`src/rtl/nerv_led_pkg.sv`:
```
// nerv_led_pkg: shared constants for the NERV LED peripheral.
//   - register offsets (byte offsets from the peripheral base)
//   - LED count and pin index constants (bit positions in led[])
//   - duty_t: one 8-bit PWM duty value
package nerv_led_pkg;

   localparam int NLEDS = 7;

   localparam int LED_R = 0;
   localparam int LED_G = 1;
   localparam int LED1  = 2;
   localparam int LED2  = 3;
   localparam int LED3  = 4;
   localparam int LED4  = 5;
   localparam int LED5  = 6;

   localparam logic [7:0] OFS_OUT    = 8'h00;
   localparam logic [7:0] OFS_PWM_EN = 8'h04;
   localparam logic [7:0] OFS_DUTY0  = 8'h08;
   localparam logic [7:0] OFS_DUTY1  = 8'h0C;
   localparam logic [7:0] OFS_PERIOD = 8'h10;
   localparam logic [7:0] OFS_BLINK  = 8'h14;
   localparam logic [7:0] OFS_STATUS = 8'h18;

   typedef logic [7:0] duty_t;

endpackage

```
`src/rtl/nerv_led_if.sv`:
```
// nerv_led_if: NERV data-memory port as seen by a memory-mapped peripheral.
//   valid  - access this cycle
//   addr   - byte address (word aligned)
//   wstrb  - byte write enables, 0 = read
//   wdata  - write data
//   rdata  - registered read data, valid one cycle after the access
interface nerv_led_if;
   import nerv_led_pkg::*;

   logic        valid;
   logic [31:0] addr;
   logic [3:0]  wstrb;
   logic [31:0] wdata;
   logic [31:0] rdata;

   modport master (output valid, addr, wstrb, wdata, input rdata);
   modport slave  (input valid, addr, wstrb, wdata, output rdata);

endinterface

```
`src/rtl/nerv_led_pwm.sv`:
```
// nerv_led_pwm: free-running 8-bit PWM counter and per-LED duty compare.
//   clock, reset - system clock, async active-high reset
//   duty         - seven duty bytes, one per LED
//   pwm_cnt      - current counter value (wraps 255 -> 0)
//   pwm_on       - pwm_cnt < duty[i], combinational from the current count
module nerv_led_pwm
   import nerv_led_pkg::*;
(
   input  logic                    clock,
   input  logic                    reset,
   input  duty_t [NLEDS-1:0]       duty,
   output logic  [7:0]             pwm_cnt,
   output logic  [NLEDS-1:0]       pwm_on
);

   always_ff @(posedge clock or posedge reset) begin
      if (reset) pwm_cnt <= 8'd0;
      else       pwm_cnt <= pwm_cnt + 8'd1;
   end

   // Strict compare: duty 0 never lights, duty 255 leaves one dark cycle.
   always_comb begin
      pwm_on = '0;
      for (int i = 0; i < NLEDS; i++) pwm_on[i] = (pwm_cnt < duty[i]);
   end

endmodule

```
`src/rtl/nerv_led_ctrl.sv`:
```
// nerv_led_ctrl: memory-mapped LED controller for the iCEBreaker LEDs.
//   clock, reset - system clock, async active-high reset
//   dmem         - NERV data-memory slave port (nerv_led_if.slave)
//   led          - registered pin levels, bit 0 LEDR_N, 1 LEDG_N, 2..6 LED1..LED5
// Holds the register file, blink counter and output stage; PWM lives in
// nerv_led_pwm.
module nerv_led_ctrl
   import nerv_led_pkg::*;
#(
   parameter logic [31:0]      BASE_ADDR       = 32'h0100_0000,
   parameter logic [NLEDS-1:0] ACTIVE_LOW_MASK = 7'b0000011
) (
   input  logic             clock,
   input  logic             reset,
   nerv_led_if.slave        dmem,
   output logic [NLEDS-1:0] led
);

   logic             sel, wr, rd, period_touch;
   logic [7:0]       ofs;
   logic [NLEDS-1:0] out_r, pwm_en_r, blink_r;
   logic [31:0]      duty0_r;
   logic [23:0]      duty1_r;
   logic [23:0]      period_r, period_wr;
   logic [23:0]      bcnt;
   logic             phase;
   duty_t [NLEDS-1:0] duty;
   logic [7:0]       pwm_cnt;
   logic [NLEDS-1:0] pwm_on;
   logic [31:0]      rdata_p0, rdata_p1;
   logic [NLEDS-1:0] lvl_p0, led_p1;

   assign sel = dmem.valid && (dmem.addr[31:8] == BASE_ADDR[31:8]);
   assign wr  = sel && (dmem.wstrb != 4'h0);
   assign rd  = sel && (dmem.wstrb == 4'h0);
   assign ofs = dmem.addr[7:0];

   // New PERIOD value after byte strobes; also used to reload bcnt.
   always_comb begin
      period_wr = period_r;
      for (int b = 0; b < 3; b++)
         if (dmem.wstrb[b]) period_wr[8*b +: 8] = dmem.wdata[8*b +: 8];
   end

   assign period_touch = wr && (ofs == OFS_PERIOD) && (|dmem.wstrb[2:0]);

   // ---- register file (write at the sampling edge) ----
   always_ff @(posedge clock or posedge reset) begin
      if (reset) begin
         out_r    <= '0;
         pwm_en_r <= '0;
         duty0_r  <= '0;
         duty1_r  <= '0;
         period_r <= '0;
         blink_r  <= '0;
      end else if (wr) begin
         case (ofs)
            OFS_OUT:    if (dmem.wstrb[0]) out_r    <= dmem.wdata[NLEDS-1:0];
            OFS_PWM_EN: if (dmem.wstrb[0]) pwm_en_r <= dmem.wdata[NLEDS-1:0];
            OFS_DUTY0:
               for (int b = 0; b < 4; b++)
                  if (dmem.wstrb[b]) duty0_r[8*b +: 8] <= dmem.wdata[8*b +: 8];
            OFS_DUTY1:
               for (int b = 0; b < 3; b++)
                  if (dmem.wstrb[b]) duty1_r[8*b +: 8] <= dmem.wdata[8*b +: 8];
            OFS_PERIOD: period_r <= period_wr;
            OFS_BLINK:  if (dmem.wstrb[0]) blink_r <= dmem.wdata[NLEDS-1:0];
            default: ;
         endcase
      end
   end

   // ---- blink counter: toggle exactly PERIOD cycles after the last toggle ----
   always_ff @(posedge clock or posedge reset) begin
      if (reset) begin
         bcnt  <= '0;
         phase <= 1'b1;
      end else if (period_touch) begin
         bcnt  <= (period_wr == 24'd0) ? 24'd0 : period_wr - 24'd1;
         phase <= 1'b1;
      end else if (period_r == 24'd0) begin
         bcnt  <= '0;
         phase <= 1'b1;
      end else if (bcnt == 24'd0) begin
         bcnt  <= period_r - 24'd1;
         phase <= ~phase;
      end else begin
         bcnt <= bcnt - 24'd1;
      end
   end

   assign duty[LED_R] = duty0_r[7:0];
   assign duty[LED_G] = duty0_r[15:8];
   assign duty[LED1]  = duty0_r[23:16];
   assign duty[LED2]  = duty0_r[31:24];
   assign duty[LED3]  = duty1_r[7:0];
   assign duty[LED4]  = duty1_r[15:8];
   assign duty[LED5]  = duty1_r[23:16];

   nerv_led_pwm u_pwm (
      .clock   (clock),
      .reset   (reset),
      .duty    (duty),
      .pwm_cnt (pwm_cnt),
      .pwm_on  (pwm_on)
   );

   always_comb begin
      rdata_p0 = 32'h0;
      case (ofs)
         OFS_OUT:    rdata_p0 = {25'h0, out_r};
         OFS_PWM_EN: rdata_p0 = {25'h0, pwm_en_r};
         OFS_DUTY0:  rdata_p0 = duty0_r;
         OFS_DUTY1:  rdata_p0 = {8'h0, duty1_r};
         OFS_PERIOD: rdata_p0 = {8'h0, period_r};
         OFS_BLINK:  rdata_p0 = {25'h0, blink_r};
         OFS_STATUS: rdata_p0 = {16'h0, pwm_cnt, 7'h0, phase};
         default:    rdata_p0 = 32'h0;
      endcase
   end

   // Gating: a clear enable bit passes the LED through unconditionally.
   assign lvl_p0 = out_r & (~pwm_en_r | pwm_on) & (~blink_r | {NLEDS{phase}});

   // ---- p0 -> p1: registered read data and polarity-corrected pins ----
   always_ff @(posedge clock or posedge reset) begin
      if (reset) begin
         rdata_p1 <= 32'h0;
         led_p1   <= ACTIVE_LOW_MASK;
      end else begin
         rdata_p1 <= rd ? rdata_p0 : 32'h0;
         led_p1   <= lvl_p0 ^ ACTIVE_LOW_MASK;
      end
   end

   assign dmem.rdata = rdata_p1;
   assign led        = led_p1;

endmodule
```
`src/flat_wrapper.sv`:
```
// flat-port wrapper written by rule: the top's interface ports become plain ports
module nerv_led_ctrl_flat import nerv_led_pkg::*;
#(
   parameter logic [31:0]      BASE_ADDR       = 32'h0100_0000,
   parameter logic [NLEDS-1:0] ACTIVE_LOW_MASK = 7'b0000011
)
  (clock, reset, led, dmem_valid, dmem_addr, dmem_wstrb, dmem_wdata, dmem_rdata);
  nerv_led_if dmem_i ();
  input  logic clock;
  input  logic reset;
  output logic [NLEDS-1:0] led;
  input wire logic [$bits(dmem_i.valid)-1:0] dmem_valid;
  input wire logic [$bits(dmem_i.addr)-1:0] dmem_addr;
  input wire logic [$bits(dmem_i.wstrb)-1:0] dmem_wstrb;
  input wire logic [$bits(dmem_i.wdata)-1:0] dmem_wdata;
  output wire logic [$bits(dmem_i.rdata)-1:0] dmem_rdata;
  assign dmem_i.valid = dmem_valid;
  assign dmem_i.addr = dmem_addr;
  assign dmem_i.wstrb = dmem_wstrb;
  assign dmem_i.wdata = dmem_wdata;
  assign dmem_rdata = dmem_i.rdata;
  nerv_led_ctrl #(.BASE_ADDR(BASE_ADDR), .ACTIVE_LOW_MASK(ACTIVE_LOW_MASK)) u_core (.clock(clock), .reset(reset), .dmem(dmem_i), .led(led));
endmodule
```
`config.mk`:
```
export PLATFORM = sky130hd
export DESIGN_NAME = nerv_led_ctrl_flat
export DESIGN_NICKNAME = d
export VERILOG_FILES = /design/src/rtl/nerv_led_pkg.sv /design/src/rtl/nerv_led_if.sv /design/src/rtl/nerv_led_pwm.sv /design/src/rtl/nerv_led_ctrl.sv /design/src/flat_wrapper.sv
export SDC_FILE = /design/constraint.sdc
export NUM_CORES = 1
export LEC_CHECK = 0
export BUFFER_PORTS_ARGS = -buffer_cell sky130_fd_sc_hd__buf_2
export CAP_MARGIN = 20
export CORE_MARGIN = 10
export CORE_UTILIZATION = 35
export DETAILED_ROUTE_END_ITERATION = 8
export SETUP_SLACK_MARGIN = 0.05
export SLEW_MARGIN = 25
export SYNTH_ARGS = -nofsm -noshare
export SYNTH_HDL_FRONTEND = slang
export SYNTH_SLANG_ARGS = --single-unit
```
`constraint.sdc`:
```
create_clock -name clock -period 5.7 [get_ports clock]
set_clock_uncertainty 0.15 [all_clocks]
set_input_delay 0.855 -clock clock [delete_from_list [all_inputs] [get_ports clock]]
set_output_delay 0.855 -clock clock [all_outputs]
set_load 0.1 [all_outputs]
```
==> reports/metrics.cfg, run 1 <==
[yosys]
synth-edff-count = 0
ys_types = 75
synth_area_sq_um = 9910
synth_nets = 1124
yosysMostFrequentCell = dfrtp_1
ys_ff_latch = 173
synth-async-reset-ratio = 1.00
avgSynthCellArea_sq_um = 9.89
yosysTopAreaCellShare = 0.429
yosys-top-cells-count = dfrtp_1, nand2_1, o21ai_0, mux2_2, inv_1
postSynthCellCount = 1002
synth_warnings = 0
synth-seq-area-share = 0.437
yosysTopAreaCell = dfrtp_1
synth_ff_type = dfrtp_1
synth_area_leaders = dfrtp_1, mux2_2, ha_1

[final_layout]
diodes = 0
final_cell_count_no_fill = 1476
drive_above_1_share = 0.217
syn_to_final_growth_pct = 15.8
fin_nets = 1207

[worst_hold_path]
hp-start = u_core.duty0_r[28]
worstHoldPathCells = 1
min_to = u_core.dmem.rdata[28]
min_path_type = flop to flop

[worst_setup_path]
r2r-start = u_core.bcnt[1]
end_kind = flop
cp_slowest_cell = nor4_1
crit_arrival_ns = 3.81
r2r_end = u_core.bcnt[15]
path_cells = nor4_1 -> and3_1 -> nand4b_1 -> nor3_1 -> nand2b_1 -> a32o_1
cp.required_ns = 5.87
crit_type = flop to flop
path_buf_inv = 0
ff2ff_setup_slack_ns = 2.06
start_kind = flop
crit_family = simple AND/OR/NAND/NOR gates
max_stage_delay_ns = 0.83
rr_worst_depth = 6
cp_max_fo = 15

[power]
vdd_drop_max_mv = 0.134
power_w = 0.00262
cellLeakagePower_nw = 5.72
power.density_nw_per_um2 = 228

[clocking]
numCtsBuffers = 17
htree_num_levels = 4
cts-hold-fix-buffers = 0
cts.path.max_buffers = 2
ctsRootBufferMaster = clkbuf_16
cts_tree = built
cts_setup_buffers = 0
clk_pin_slew_ns = 0.08
cts_num_sinks = 173
cts_resized = 0
clk_latency_ns = 0.44

[die]
die_width_um = 188
ios = 110
core_sq_um = 27900
rows = 61
die-area_sq_um = 35500
die_h_um = 188
initial_core_util = 0.356

[global_route]
grt-ovfl-total = 0
antenna_found_initial = 0
grt_max_degree = 174
grt_use_met3 = 0.0236
grt_util_met2 = 0.258
grt_use_total = 0.162
use_met1 = 0.222
grt_pass1_wl_um = 45900
busiest_layer = met2
grt_pass1_vias = 7975

[routing]
drt_iter0_drc = 826
vias_per_cell = 5.45
wl_um = 29200
wl_per_cell_um = 19.8
drc = 0
postRouteAntennaNets = 0
drt_pass1_iterations = 5
vias = 8050

[placement]
portBuffers = 109
hpwl_um = 21200
place.gp.congestion = 0.854
preCtsSetupSlack_ns = 1.80
placedCellCount = 1443

[sta]
worstMarginPinSlew_ns = 0.928
max_freq_mhz = 275
fin_hold_ws_ns = 0.327
slew_headroom = 0.375
rsz0062_at_grt = no
setup_viol = 0
finalSetupTns_ns = 0
finalCritPeriodShare = 0.638
hold_viol_final = 0
min_period_ns = 3.64
drv_slew = 0
fin_ws_ns = 2.06

[run_status]
status = finished clean

[flow_run]
maxCapViolCount = 0

-- sequential cells by signal, indices dropped and copies added, names as in the netlist --
| name | count |
|---|---|
| u_core.bcnt | 24 |
| u_core.blink_r | 7 |
| u_core.dmem.rdata | 32 |
| u_core.duty0_r | 32 |
| u_core.duty1_r | 24 |
| u_core.led | 7 |
| u_core.out_r | 7 |
| u_core.period_r | 24 |
| u_core.phase | 1 |
| u_core.pwm_en_r | 7 |
| u_core.u_pwm.pwm_cnt | 8 |
-- final cells by class --
type | count | area (sq um)
clock inverters | 13 | 179
multi-input cells | 715 | 5160
flip-flops and latches | 173 | 4330
clock buffers | 19 | 443
repair buffers | 121 | 668
fillers | 2744 | 16400
inverters | 57 | 218
well taps | 378 | 473
-- through the flow --
step | utilization | instance area (sq um)
after floorplan | - | 9920
after global placement | 0.389 | 10800
after detailed placement | 0.389 | 10800
after CTS | 0.411 | 11400
after global routing | 0.412 | 11500
final | 0.412 | 11500
-- power breakdown --
group	switching (W)	internal, W
clock network	0.000541	0.000717
logic	0.0000861	0.0000477
registers	0.0000000000263	0.00123
-- cell usage in the layout (no fill, tap or decap), drive strengths merged, types with 6 or more instances in the layout --
cell type,synthesis,routed
o22ai,12,12
xnor2,22,22
or3,9,9
nand2,90,90
or2,6,6
and3,12,12
nand4,7,7
or4,8,8
clkbuf,46,19
dfrtp,170,170
a22o,10,10
nand3,18,18
nor3,22,22
a31oi,14,14
o21ai,70,70
nor4b,6,6
a21o,26,26
nor2,51,51
nor4,16,16
mux2i,25,25
inv,57,63
o21bai,7,7
nand2b,17,17
buf,11,121
ha,51,51
xor2,18,18
and2,12,12
a211oi,11,11
a222oi,22,22
a21oi,36,36
mux2,61,61
-- logic make-up after synthesis --
family / count (synthesis) / synth area share
AO/OA/AOI/OAI: 243 / 0.164
flip-flops: 173 / 0.437
buffers and inverters: 114 / 0.0449
multiplexers: 88 / 0.0991
adder cells (fa/ha/maj): 51 / 0.0644
AND/OR/NAND/NOR: 293 / 0.155
XOR/XNOR: 40 / 0.0353
-- worst max path at each step --
stage / from / to / cells past startpoint
4_1_cts: u_core.bcnt[0] / u_core.bcnt[21] / 6
3_3_place_gp: dmem_wstrb[0] / u_core.bcnt[18] / 8
5_1_grt: u_core.bcnt[0] / u_core.bcnt[21] / 6
3_5_place_dp: dmem_wstrb[0] / u_core.bcnt[18] / 9
2_1_floorplan: dmem_wstrb[0] / u_core.bcnt[18] / 11
6_report: u_core.bcnt[1] / u_core.bcnt[15] / 6
-- per-layer routing --
layer | vias to the layer above | routed length (um)
met5 | - | 0
met4 | 0 | 486
met2 | 213 | 13700
li1 | 3817 | -
met1 | 3982 | 13800
met3 | 38 | 1190
(Power assumes the default switching activity.)
==> run 2, diff against run 1 <==
--- a/config.mk
+++ b/config.mk
@@ -5,6 +5,7 @@
 export SDC_FILE = /design/constraint.sdc
 export NUM_CORES = 1
 export LEC_CHECK = 0
+export ABC_AREA = 1
 export BUFFER_PORTS_ARGS = -buffer_cell sky130_fd_sc_hd__buf_2
 export CAP_MARGIN = 20
 export CORE_MARGIN = 10
==> constraint.sdc (replaced) <==
create_clock -name clock -period 3.8 [get_ports clock]
set_clock_uncertainty 0.15 [all_clocks]
set_input_delay 0.57 -clock clock [delete_from_list [all_inputs] [get_ports clock]]
set_output_delay 0.57 -clock clock [all_outputs]
set_load 0.1 [all_outputs]
==> run 2 against run 1 <==
Worst setup slack got worse by 1.0 ns. Utilization shrank 0.39 points. Largest power group is now sequential cells. Combinational power is 75% higher. Wire length is 12% higher. Sequential power grew 50%.
==> reports/metrics.cfg, run 2 <==
[run_status]
status = finished clean

[yosys]
yosysTopAreaCell = dfrtp_1
synth_warnings = 0
synth-simple-area-share = 0.267
ys_types = 51
yosys-top-cells-count = nand2_1, inv_1, dfrtp_1, nor2_1, o21ai_0
synth_area_sq_um = 10700
synth_top_family_by_area = simple AND/OR/NAND/NOR gates
avgSynthCellArea_sq_um = 7.93
synth_nets = 1471
synth-adder-area-share = 0.0597
synth_ff_type = dfrtp_1
synth-async-reset-ratio = 1.00
synthXorXnorAreaFrac = 0.0147
synthMuxAreaShare = 0.00842
synth-seq-area-share = 0.405
ys_ff_latch = 173
yosysTopAreaCellShare = 0.398
synth-edff-count = 0
synth-compound-area-share = 0.151
yosysMostFrequentCell = nand2_1
postSynthCellCount = 1349
synth_area_leaders = dfrtp_1, nand2_1, inv_1

[sta]
fin_hold_ws_ns = 0.109
drv_slew = 0
hold_viol_final = 0
max_freq_mhz = 360
slew_headroom = 0.448
setup_viol = 0
finalCritPeriodShare = 0.730
worstMarginPinSlew_ns = 0.826
min_period_ns = 2.78
finalSetupTns_ns = 0
rsz0062_at_grt = no

[global_route]
grt_max_degree = 76
grt_pass1_vias = 9290
grt_pass1_wl_um = 52000
grt-ovfl-total = 0
antenna_found_initial = 1
grt_use_total = 0.170

[die]
rows = 63
ios = 110
initial_core_util = 0.358
die_width_um = 195
die-area_sq_um = 37900
die_h_um = 195
core_sq_um = 29900

[worst_setup_path]
crit_family = simple AND/OR/NAND/NOR gates
path_cells = nor2_1 -> nand2_1 -> nor2_4 -> buf_4 -> nand4_1 -> nand2_1 -> nand2_1 -> nor2_1 -> nand2_1 -> nor2_1 -> nand3_1 -> nand3_1 -> nand2_1
timing.critical_path.mode_cell = nand2_1
cp.required_ns = 4.00
crit_arrival_ns = 2.97
max_stage_delay_ns = 0.40
start_kind = flop
crit_type = flop to flop
ff2ff_setup_slack_ns = 1.02
end_kind = flop
path_buf_inv = 1
cp_slowest_cell = nor2_4
cp_max_fo = 16

[clocking]
cts_setup_buffers = 0
cts_num_sinks = 173
cts_tree = built
clk_latency_ns = 0.46
ctsRootBufferMaster = clkbuf_16
cts-hold-fix-buffers = 0
cts.path.max_buffers = 2
htree_num_levels = 4
numCtsBuffers = 17
cts_resized = 0
clk_pin_slew_ns = 0.08

[routing]
drc = 0
wl_um = 32600
drt_iter0_drc = 818
vias_per_cell = 5.18
highest_layer = met5
drt-met1-wl_um = 14800
met3_length_um = 2430
wl_per_cell_um = 17.6
wl_met2_um = 14600
drt_pass1_iterations = 6
postRouteAntennaNets = 0
vias = 9600

[final_layout]
diodes = 0
syn_to_final_growth_pct = 14.0
drive_above_1_share = 0.185
final_common_cell = nand2_1
fin_nets = 1572
layout_common_cells = nand2_1, inv_1, dfrtp_1

[power]
power.density_nw_per_um2 = 321
cellLeakagePower_nw = 5.92
vdd_drop_max_mv = 0.324

[flow_run]
maxCapViolCount = 0

[placement]
place.gp.congestion = 0.925
hpwl_um = 24900
portBuffers = 109

[worst_hold_path]
min_path_type = input port to asynchronous set/reset pin

==> run 2: routing by layer <==
| metal | track usage | up-vias |
|---|---|---|
| met5 | 0 | - |
| met4 | 0.0564 | 2 |
| met3 | 0.0384 | 49 |
| met2 | 0.262 | 342 |
| met1 | 0.229 | 4542 |
| li1 | - | 4665 |
==> run 2: per-stage QoR <==
step / util / cells / cell area (sq um) / total power (W) / setup WS [ns]
floorplan: - / 1349 / 10700 / 0.00202 / 0.872
global placement: 0.388 / 1821 / 11600 / 0.00211 / 0.851
detailed placement: 0.388 / 1821 / 11600 / 0.00211 / 0.762
CTS: 0.408 / 1853 / 12200 / 0.00393 / 1.09
global route: 0.408 / 1853 / 12200 / 0.00403 / 0.810
finish: 0.408 / 1853 / 12200 / 0.00392 / 1.02
==> run 2: worst paths after layout <==
kind	start	end	cells past startpoint
worst min register to register	u_core.pwm_en_r[3]	u_core.led[3]	1
max in group asynchronous	reset	u_core.duty1_r[0]	3
worst max register to register	u_core.bcnt[23]	u_core.bcnt[23]	13
worst max-delay path	u_core.bcnt[23]	u_core.bcnt[23]	13
worst min-delay path	reset	u_core.dmem.rdata[3]	2
min in group clock	dmem_wdata[28]	u_core.duty0_r[28]	2
==> run 2: cell type report <==
class | instances | area, sq um
fill | 3085 | 17700
multi-input combinational | 938 | 5350
sequential | 173 | 4330
inverter | 200 | 758
timing repair buffer | 120 | 653
tap | 390 | 488
clock buffer | 18 | 439
clock inverter | 14 | 170
==> run 2: cells by family (layout without fill, tap and decap cells) <==
group | Yosys count | after routing
simple gates | 599 | 599
buf+inv | 238 | 352
mux | 8 | 8
flops | 173 | 173
fa+ha+maj | 51 | 51
xor+xnor | 18 | 18
compound gates | 262 | 262
==> run 2: worst reg2reg max path: cells and delay by family, from the launching register on <==
family	cells	cell delay, ns
simple gates	12	1.89
buf+inv	1	0.26
flops	1	0.38
==> run 2: report_power, final <==
group | total (W) | leakage (nW) | switching, W | internal, W
Combinational | 0.000235 | 3.23 | 0.000167 | 0.0000680
Sequential | 0.00184 | 2.39 | 0.0000000000233 | 0.00184
Clock | 0.00184 | 0.297 | 0.000879 | 0.000963
